### src/rtl/alu_arb_pkg.sv
// Shared types and helpers for the ALU round-robin arbiter.
// Holds the requester count, the select width, the FSM state encoding
// and the index-to-one-hot helper used for grant and done vectors.
package alu_arb_pkg;

    localparam int NREQ  = 4;
    localparam int SEL_W = 2;

    // Binary 2-bit state encoding
    typedef enum logic [1:0] {
        S_IDLE    = 2'd0,
        S_ISSUE   = 2'd1,
        S_WAIT    = 2'd2,
        S_RELEASE = 2'd3
    } state_t;

    // Turn a requester index into a one-hot requester vector
    function automatic logic [NREQ-1:0] onehot(input logic [SEL_W-1:0] idx);
        logic [NREQ-1:0] v;
        v      = '0;
        v[idx] = 1'b1;
        return v;
    endfunction

endpackage

### src/rtl/alu_mux_arbiter_rr_pick_4.sv
// Combinational 4-way round-robin picker.
// Scans ptr+1, ptr+2, ptr+3, ptr (mod 4) and returns the first requester
// found. When nothing is requesting, any=0 and win just echoes ptr.
module rr_pick_4
    import alu_arb_pkg::*;
(
    input  logic [NREQ-1:0]  req,
    input  logic [SEL_W-1:0] ptr,
    output logic [SEL_W-1:0] win,
    output logic             any
);

    logic [SEL_W-1:0] cand [NREQ];
    logic [NREQ-1:0]  hit;

    // cand[k] is the requester visited at scan step k, hit[k] its request
    for (genvar gi = 0; gi < NREQ; gi++) begin : g_cand
        assign cand[gi] = ptr + SEL_W'(gi + 1);
        assign hit[gi]  = req[cand[gi]];
    end

    // Earliest scan step with a request wins
    always_comb begin
        win = ptr;
        any = |hit;
        if (hit[0])      win = cand[0];
        else if (hit[1]) win = cand[1];
        else if (hit[2]) win = cand[2];
        else if (hit[3]) win = cand[3];
    end

endmodule

### src/rtl/alu_mux_arbiter.sv
// Round-robin arbiter sharing one 8-bit ALU between four requesters.
// Drives the operand mux select, pulses alu_start, waits for alu_done and
// returns a one-cycle done pulse to the winner. All outputs are registered.
// Optional build macro ARB_TIMEOUT_EN: bounds the WAIT state to
// TIMEOUT_CYCLES cycles and flags an expired wait on err.
module alu_mux_arbiter
    import alu_arb_pkg::*;
#(
    parameter int TIMEOUT_CYCLES = 16,
    parameter int CNT_W          = 5
) (
    input  logic             clk,
    input  logic             rst,
    input  logic [NREQ-1:0]  req,
    input  logic             alu_done,
    output logic [SEL_W-1:0] sel,
    output logic [NREQ-1:0]  gnt,
    output logic             alu_start,
    output logic [NREQ-1:0]  done,
    output logic             busy,
    output logic             err
);

    // The timeout counter must be able to reach TIMEOUT_CYCLES-1
    if (TIMEOUT_CYCLES < 2 || TIMEOUT_CYCLES > (1 << CNT_W) - 1) begin : g_bad_timeout
        $error("alu_mux_arbiter: TIMEOUT_CYCLES out of range for CNT_W");
    end

    state_t           state_reg;
    logic [SEL_W-1:0] ptr_reg;
    logic [SEL_W-1:0] pick_win;
    logic             pick_any;

    rr_pick_4 u_pick (
        .req (req),
        .ptr (ptr_reg),
        .win (pick_win),
        .any (pick_any)
    );

`ifdef ARB_TIMEOUT_EN
    logic [CNT_W-1:0] cnt_reg;
`else
    assign err = 1'b0;
`endif

    // Arbitration FSM; sel is only reloaded on a new grant so the mux stays put
    always_ff @(posedge clk or posedge rst) begin
        if (rst) begin
            state_reg <= S_IDLE;
            ptr_reg   <= SEL_W'(NREQ - 1);
            sel       <= '0;
            gnt       <= '0;
            alu_start <= 1'b0;
            done      <= '0;
            busy      <= 1'b0;
`ifdef ARB_TIMEOUT_EN
            cnt_reg   <= '0;
            err       <= 1'b0;
`endif
        end else begin
            alu_start <= 1'b0;
            done      <= '0;
`ifdef ARB_TIMEOUT_EN
            err       <= 1'b0;
`endif
            case (state_reg)
                S_IDLE: begin
                    if (pick_any) begin
                        sel       <= pick_win;
                        gnt       <= onehot(pick_win);
                        alu_start <= 1'b1;
                        busy      <= 1'b1;
                        state_reg <= S_ISSUE;
                    end
                end
                S_ISSUE: begin
                    state_reg <= S_WAIT;
`ifdef ARB_TIMEOUT_EN
                    cnt_reg   <= '0;
`endif
                end
                S_WAIT: begin
                    if (alu_done) begin
                        done      <= onehot(sel);
                        gnt       <= '0;
                        state_reg <= S_RELEASE;
                    end
`ifdef ARB_TIMEOUT_EN
                    else if (cnt_reg == CNT_W'(TIMEOUT_CYCLES - 1)) begin
                        // Release anyway so the requester is never stranded
                        done      <= onehot(sel);
                        gnt       <= '0;
                        err       <= 1'b1;
                        state_reg <= S_RELEASE;
                    end else begin
                        cnt_reg   <= cnt_reg + 1'b1;
                    end
`endif
                end
                S_RELEASE: begin
                    ptr_reg   <= sel;
                    busy      <= 1'b0;
                    state_reg <= S_IDLE;
                end
                default: state_reg <= S_IDLE;
            endcase
        end
    end

endmodule
### config.mk
export PLATFORM = sky130hd
export DESIGN_NAME = alu_mux_arbiter
export DESIGN_NICKNAME = d
export VERILOG_FILES = /design/src/rtl/alu_arb_pkg.sv /design/src/rtl/alu_mux_arbiter_rr_pick_4.sv /design/src/rtl/alu_mux_arbiter.sv
export SDC_FILE = /design/constraint.sdc
export NUM_CORES = 1
export LEC_CHECK = 0
export BUFFER_PORTS_ARGS = -buffer_cell sky130_fd_sc_hd__buf_2
export CORE_MARGIN = 4
export CORE_UTILIZATION = 50
export CTS_CLUSTER_DIAMETER = 50
export DETAILED_ROUTE_END_ITERATION = 16
export GPL_ROUTABILITY_DRIVEN = 0
export GPL_TIMING_DRIVEN = 0
export MAX_ROUTING_LAYER = met4
export PLACE_DENSITY_LB_ADDON = 0.2
export SYNTH_ARGS = -nofsm -noshare
export SYNTH_HDL_FRONTEND = slang
export SYNTH_SLANG_ARGS = --single-unit
### constraint.sdc
create_clock -name clk -period 2 [get_ports clk]
set_clock_uncertainty 0.1 [all_clocks]
set_input_delay 0.4 -clock clk [delete_from_list [all_inputs] [get_ports clk]]
set_output_delay 0.4 -clock clk [all_outputs]
set_load 0.01 [all_outputs]
=== Word level (Yosys, flattened, before mapping) ===
Cells that the tools add are included.

* $lt $le $gt $ge: 8
* Reduce and logical (&&, ||, !) cells: 10
* Equality and inequality tests: 5
* Add/sub/neg operators: 3
* Muxes and demuxes: 27

{| class="wikitable"
|+ Operators by type and width
! operator !! count
|-
| < comparator 2 x 3 -> 1 bit (second input constant) || 6
|-
| two-way mux 4 bit || 4
|-
| two-way mux 2 bit || 5
|-
| two-way mux 1 bit || 9
|-
| binary-select mux 1 bit (select 2 bit) || 4
|-
| one-hot mux 2 bit (4 select lines) || 1
|-
| one-hot mux 4 bit (2 select lines) || 1
|-
| AND reduction 2 bit || 3
|-
| adder 2 bit (second input constant) || 2
|-
| demux 1 bit (select 2 bit) || 2
|-
| == test 2 bit (second input constant) || 2
|-
| greater-or-equal comparator 2 x 1 -> 1 bit (second input constant) || 2
|-
| != test 2 bit (second input constant) || 2
|-
| nonzero test 2 bit || 2
|-
| OR reduction 4 bit || 1
|-
| AND reduction 3 bit || 1
|-
| adder 2 x 1 -> 2 bit (second input constant) || 1
|-
| == test 2 x 1 -> 1 bit (second input constant) || 1
|-
| logical AND 1 bit || 2
|-
| logical NOT 2 bit || 1
|-
| one-hot mux 1 bit (2 select lines) || 1
|}

* Logic and storage cells: 60
* Flip-flop bits (word level): 16
* Output and inout port bits: 13
* Input port bits: 7

=== Depth between registers and ports, before layout ===
Gate-level depths: netlist (run 1).

* Depth in word-level cells: 12
* Depth in mapped cells: 6
* Depth with buffers taken out: 6

=== Modules after synthesis ===
Synthesis (run 1) repeated with hierarchy kept, for this count alone.

* Cells, all modules: 75
* Area, all modules: 802.0 sq um

{| class="wikitable"
|+ Modules (own cells, without submodules)
! module !! cells each !! area an instance (sq um) !! instances !! sequential area each (sq um)
|-
| alu_mux_arbiter || 61 || 719.4 || 1 || 402.9
|-
| rr_pick_4 || 14 || 82.6 || 1 || 0.0
|}

=== Least setup slack after synthesis (run 1) ===
Ideal clock, no wire load.

* Kind: register to register
* Start: register state_reg[0]
* End: register gnt[0]
* Library setup time: 95 ps
* Path buffers: 0
* Cell stages (with the launch flop): 6
* Arrival time: 1,310 ps
* Period minus slack after synthesis: 1,506 ps
* Path slack: 494 ps
* Data required time: 1,805 ps
* Cells stage by stage: dfrtp_1 inv_1 ha_1 nand2b_1 a22o_1 o31ai_1

* Word-level cells in the longest chain between the ends: 3
* Elaborated cells between the ends (all ways): 7
* Those cells by class: eq/ne: 3; mux: 1; reduce/logical: 3

{| class="wikitable"
|+ RTL lines
! what !! RTL line !! source
|-
| from (decl) || alu_mux_arbiter.sv:29 || <nowiki>state_t state_reg;</nowiki>
|-
| from (signal assigned) || alu_mux_arbiter.sv:50 || <nowiki>state_reg <= S_IDLE;</nowiki>
|-
| from (signal assigned) || alu_mux_arbiter.sv:74 || <nowiki>state_reg <= S_ISSUE;</nowiki>
|-
| from (signal assigned) || alu_mux_arbiter.sv:78 || <nowiki>state_reg <= S_WAIT;</nowiki>
|-
| == test 2 bit or logical NOT 2 bit (tied branches) || alu_mux_arbiter.sv:67 || <nowiki>case (state_reg)</nowiki>
|-
| != test 2 bit (no source line) or nonzero test 2 bit (tied branches) || n/a ||
|-
| AND reduction 3 bit (no source line) || n/a ||
|-
| to (signal assigned) || alu_mux_arbiter.sv:71 || <nowiki>gnt <= onehot(pick_win);</nowiki>
|-
| to (decl) || alu_mux_arbiter.sv:17 || <nowiki>output logic [NREQ-1:0] gnt,</nowiki>
|}

Several ways; a longest one is shown, not always the timed one.
A chain may end at the register's enable or synchronous reset.

=== Worst setup path in the final report (run 1) ===
Same ends and word-level chain as after synthesis.

==> flow_summary.yaml, run 1 <==
outcome:
  status: "finished clean"
global_routing:
  grt_antenna_before_repair: 0
  met1_usage_pct: 18.4
  met3_usage_pct: 3.38
  grt_usage_pct: 14.8
  grt_max_degree: 17
  gr-total-overflow: 0
  top_usage_layer: "met2"
  met2_usage_pct: 22.7
  first_global_vias: 531
  grt_pass1_wl_um: 2280
yosys:
  yosysTopAreaCellShare_pct: 43.8
  synth_fp_nets: 88
  ys_types: 29
  synth_compound_area_share_pct: 17.7
  synth_seq_area_share_pct: 50.3
  synth_fa_ha_area_share_pct: 6.25
  synth.largest_area_cell: "dfrtp_1"
  synth.avg_cell_area_sq_um: 10.4
  synthMuxAreaShare_pct: 5.94
  ys_top_cells_by_area: "dfrtp_1, dfstp_2, ha_1"
  synth_top_family_by_area: "compound AO/OA/AOI/OAI gates"
  synth-simple-area-share_pct: 15.2
  synthXorXnorAreaFrac_pct: 0
  ys_ff_latch: 16
  netlist_area_sq_um: 801
  ys_warn_count: 0
  synthCells: 77
detailed_routing:
  wl_per_cell_um: 12.6
  drt-initial-drc-count: 7
  first_pass_iters: 4
  wl_um: 1450
  num_vias: 619
  drcViolationCount: 0
  viasPerCell: 5.38
  postRouteAntennaNets: 0
place:
  dp_slack_ns: 0.271
  hpwl_um: 1110
  portBuffers: 18
clock_network:
  hold_buffers: 0
  cts_resized: 0
  cts_setup_buffers: 0
  numCtsBuffers: 3
  root_buffer: "clkbuf_4"
  cts_tree: "yes"
  cts_sinks: 16
  clk_pin_slew_ns: 0.10
  ctsLongestPathBuffers: 2
  worstSkewPairLatency_ns: 0.29
  cts_htree_levels: 1
timing:
  slew_headroom_pct: 61.0
  min_period_ns: 1.70
  slew_viol_final: 0
  fmax_mhz: 588
  finalCritPeriodShare_pct: 85.1
  layout_setup_ws_ns: 0.299
  rsz0062_at_grt: "no"
  tightest_slew_ns: 0.584
  hold_viol: 0
  setup_tns_ns: 0
  final-setup-viol-count: 0
  whs_ns: 0.0541
power_and_ir_drop:
  powerDensity_nw_per_um2: 1530
  irDropWorstVdd_mv: 0.745
  p_leak_nw: 0.489
worst_setup_path:
  path_class: "reg2reg"
  r2r_end: "gnt[0]$_DFFE_PP0P_"
  crit_fanout: 8
  required_ns: 2.10
  crit_path_end_kind: "flip-flop"
  reg2regPathDepth: 5
  critPathLaunchType: "flip-flop"
  slowest_delay_ns: 0.41
  setup.worst_path.start: "state_reg[0]$_DFFE_PP0P_"
  reg2reg_slack_ns: 0.30
  crit_family: "compound AO/OA/AOI/OAI gates"
  path_depth: 5
  cpMaxStageDelayCell: "dfrtp_1"
  crit_chain: "inv_1 -> ha_1 -> nand2_1 -> a22o_1 -> o31ai_1"
  path_buf_inv: 1
  cp.arrival_ns: 1.80
  crit_end: "gnt[0]$_DFFE_PP0P_"
  r2r_start: "state_reg[0]$_DFFE_PP0P_"
hold_path:
  min-delay-path-class: "in2async"
floorplan:
  ios: 20
  rows: 14
  die_x_um: 48.0
  dieHeight_um: 48.0
  start_util_pct: 53.2
  die_area_sq_um: 2310
  coreArea_sq_um: 1510
finish:
  syn_to_final_growth_pct: 18.3
  reg.largest.list: "done x4, gnt x4"
  diodes: 0
  drive_gt1_share_pct: 32.3
  nets: 111
run:
  cap_violations: 0
==> worst min path at each step <==
stage | start | to | slack, ns
detailed placement | gnt[0]$_DFFE_PP0P_ | gnt[0]$_DFFE_PP0P_ | 0.36
global placement | gnt[3]$_DFFE_PP0P_ | gnt[3]$_DFFE_PP0P_ | 0.36
floorplan | rst | alu_start$_DFF_PP0_ | 0.21
CTS | rst | alu_start$_DFF_PP0_ | 0.08
finish | rst | state_reg[0]$_DFFE_PP0P_ | 0.05
global route | rst | state_reg[0]$_DFFE_PP0P_ | 0.11
==> cells in the mapped netlist (all sizes together) <==
cell,instances
dfstp,2
mux2,3
inv,7
dfrtp,14
nand3,1
and2,1
o32a,1
mux2i,1
buf,1
a221oi,1
nand2b,5
o21a,2
nor3,2
a22o,1
nand2,8
nor4,1
ha,4
o21ai,6
a221o,1
conb,1
nor2b,1
o31ai,4
nor2,5
a22oi,2
a21oi,2
==> final cells by class <==
type / count / area [sq um]
fill: 135 / 559
sequential: 16 / 403
multi-input combinational: 53 / 364
timing repair buffer: 18 / 90.1
clock buffer: 4 / 36.3
inverter: 7 / 26.3
tap: 16 / 20.0
buffer: 1 / 7.51
==> cells by family (layout without fill, tap and decap cells) <==
family                   Yosys count  in the layout
AND/OR/NAND/NOR                   24             24
AO/OA/AOI/OAI                     20             20
flip-flops                        16             16
buffers and inverters              8             30
adder cells (fa/ha/maj)            4              4
multiplexers                       4              4
other                              1              1
==> through the flow <==
step                      area [sq um]  utilization (%)  std cells  total power, mW
after detailed placement           911             60.5        111             1.24
after global routing               947             62.9        115             1.56
after CTS                          947             62.9        115             1.46
after floorplan                    801                -         77             1.04
after global placement             911             60.5        111             1.22
final                              947             62.9        115             1.45
==> layout by cell type, fill, tap and decap left out <==
cell      instances
nor4_2            1
clkbuf_4          3
nor2b_1           1
o21ai_1           3
buf_2            18
mux2i_1           1
ha_1              4
mux2_4            1
nor2_1            5
a221oi_1          1
o31ai_1           4
nor3_1            2
nand3_1           1
a22oi_1           2
a22o_1            1
clkbuf_8          1
a21oi_2           1
dfstp_2           2
buf_4             1
inv_2             1
nand2_1           8
inv_1             6
o21a_1            2
a221o_1           1
nand2b_1          5
dfrtp_1          14
and2_2            1
o32a_1            1
conb_1            1
o21ai_0           3
mux2_2            2
a21oi_1           1
==> worst reg2reg max path: stages (launching register included) <==
cell	delay [ns]
dfrtp_1	0.41
inv_1	0.11
ha_1	0.31
nand2_1	0.15
a22o_1	0.29
o31ai_1	0.25
==> power by group <==
group          internal [mW]  switching, mW
sequential             0.471          0.110
combinational          0.300          0.348
clock                  0.111          0.105
==> per-layer routing <==
layer,vias up,wire length (um)
met1,287,673
met2,16,674
met3,5,78
met4,0,25
met5,-,0
li1,311,-
No activity file was read; power rests on OpenSTA's default activity.
==> inputs of run 2 (changes only) <==
PLACE_DENSITY = 0.76   (was default)
PLACE_DENSITY_LB_ADDON = default   (was 0.2)
clock period = 1.8 ns   (was 2 ns; I/O delays follow)
==> run 2 against run 1 <==
Non-clock buffer count is the same. Worst setup slack got worse by 0.13 ns. Power is 11% higher. Register-to-register slack got worse by 0.13 ns. Critical path depth is the same. Maximum frequency grew 4.2%. Count of clock-buffer cells in the layout stayed put. Clock power grew 8%. Sequential power up 11%. Via count shrank 2.4%. Final cell count unchanged. Largest power group unchanged.
==> flow_summary.yaml, run 2 (same netlist as run 1, synthesis figures left out) <==
power_and_ir_drop:
  internal_power_mw: 0.985
  powerDensity_nw_per_um2: 1690
  irDropWorstVdd_mv: 0.914
  pwr-share-clk_pct: 14.6
  switching_share_pct: 38.5
  power_frac_comb_pct: 45.2
  seq_power_share_pct: 40.3
  p_leak_nw: 0.487
  power.switching_mw: 0.616
timing:
  slew_headroom_pct: 61.0
  min_period_ns: 1.63
  finalCritPeriodShare_pct: 90.7
  final-setup-viol-count: 0
  slew_viol_final: 0
  fmax_mhz: 613
  rsz0062_at_grt: "no"
  hold_viol: 0
  setup_tns_ns: 0
  tightest_slew_ns: 0.584
  whs_ns: 0.0221
finish:
  diodes: 0
  syn_to_final_growth_pct: 18.6
  design_area_sq_um: 950
  nets: 111
  fillers: 133
  drive_gt1_share_pct: 33.3
  final_cells: 115
  layout_common_cells: "buf_2, dfrtp_1, nand2_1"
  reg.largest.list: "done x4, gnt x4"
  mostFrequentLayoutCell: "buf_2"
global_routing:
  first_global_vias: 518
  grt_usage_pct: 14.3
  grt_max_degree: 17
  gr-total-overflow: 0
  grt_pass1_wl_um: 2190
  grt_antenna_before_repair: 0
detailed_routing:
  first_pass_iters: 3
  viasPerCell: 5.25
  drt-initial-drc-count: 7
  postRouteAntennaNets: 0
  drcViolationCount: 0
  wl_per_cell_um: 12.6
  num_vias: 604
  wl_um: 1450
clock_network:
  numCtsBuffers: 3
  cts_tree: "yes"
  ctsLongestPathBuffers: 2
  clk_pin_slew_ns: 0.09
  cts_htree_levels: 1
  cts_setup_buffers: 0
  root_buffer: "clkbuf_4"
  cts_sinks: 16
  worstSkewPairLatency_ns: 0.28
floorplan:
  ios: 20
  coreArea_sq_um: 1510
  die_area_sq_um: 2310
  start_util_pct: 53.2
  die_x_um: 48.0
  dieHeight_um: 48.0
  rows: 14
outcome:
  status: "finished clean"
place:
  dpl_cell_area_sq_um: 911
  placed_cells: 111
  portBuffers: 18
  hpwl_um: 1110
worst_setup_path:
  crit_end: "gnt[0]$_DFFE_PP0P_"
  crit_path_end_kind: "flip-flop"
  critPathLaunchType: "flip-flop"
  required_ns: 1.90
  cp.arrival_ns: 1.73
  setup.worst_path.start: "state_reg[0]$_DFFE_PP0P_"
  r2r_end: "gnt[0]$_DFFE_PP0P_"
  reg2regPathDepth: 5
  path_class: "reg2reg"
  reg2reg_slack_ns: 0.17
  crit_fanout: 8
  r2r_start: "state_reg[0]$_DFFE_PP0P_"
run:
  cap_violations: 0
hold_path:
  min-delay-path-class: "in2async"
[run 2: cell counts in the layout (fill, tap and decap cells not counted)]
Identical to the previous run, type by type.
[run 2: critical path, stage by stage (launching register included)]
cell	delay (ns)
dfrtp_1	0.41
inv_1	0.12
ha_2	0.27
nand2_1	0.12
a22o_1	0.28
o31ai_1	0.25
[run 2: final cells by class]
cell class	count	area, sq um	share of cell area [%]
sequential	16	403	42.4
multi-input combinational	53	367	38.6
timing repair buffer	18	90.1	9.49
clock buffer	4	36.3	3.82
inverter	7	26.3	2.77
tap	16	20.0	2.11
buffer	1	7.51	0.791
[run 2: timing repair]
action | CTS | global route
endpoints found under the hold margin | 0 | 0
endpoints found under the setup margin | 0 | 4
gates resized for setup | 0 | 1
hold buffers | 0 | 0
[run 2: per-layer routing]
metal	vias up	global-route usage, %	part of all wire (%)
li1	315	-	-
met1	279	16.8	45
met2	8	23.7	51
met3	2	2.26	3.9
met4	0	6.45	0.28
met5	-	-	0
[run 2: worst min-delay path by stage]
stage | startpoint | end | slack (ns) | cells after the start
3_3_place_gp | rst | gnt[3]$_DFFE_PP0P_ | 0.35 | 2
5_1_grt | rst | gnt[2]$_DFFE_PP0P_ | 0.07 | 2
4_1_cts | rst | gnt[1]$_DFFE_PP0P_ | 0.04 | 2
2_1_floorplan | rst | alu_start$_DFF_PP0_ | 0.17 | 1
3_5_place_dp | rst | done[1]$_DFF_PP0_ | 0.35 | 2
6_report | rst | gnt[1]$_DFFE_PP0P_ | 0.02 | 2
[run 2: through the flow]
| stage | total power, mW | setup WS, ns | util, % |
|---|---|---|---|
| 3_3_place_gp | 1.35 | 0.138 | 60.5 |
| 3_5_place_dp | 1.38 | 0.0856 | 60.5 |
| 5_1_grt | 1.74 | 0.00502 | 63.0 |
| 6_report | 1.60 | 0.167 | 63.0 |
| 4_1_cts | 1.62 | 0.0651 | 62.9 |
| 2_1_floorplan | 1.16 | 0.294 | - |
[run 2: power groups by stage]
stage                     sequential, mW  clock, mW  combinational, mW
final                              0.645      0.233              0.723
after global routing               0.669      0.256              0.810
after CTS                          0.646      0.240              0.732
after detailed placement           0.654          0              0.728
after global placement             0.645          0              0.710
after floorplan                    0.679          0              0.480
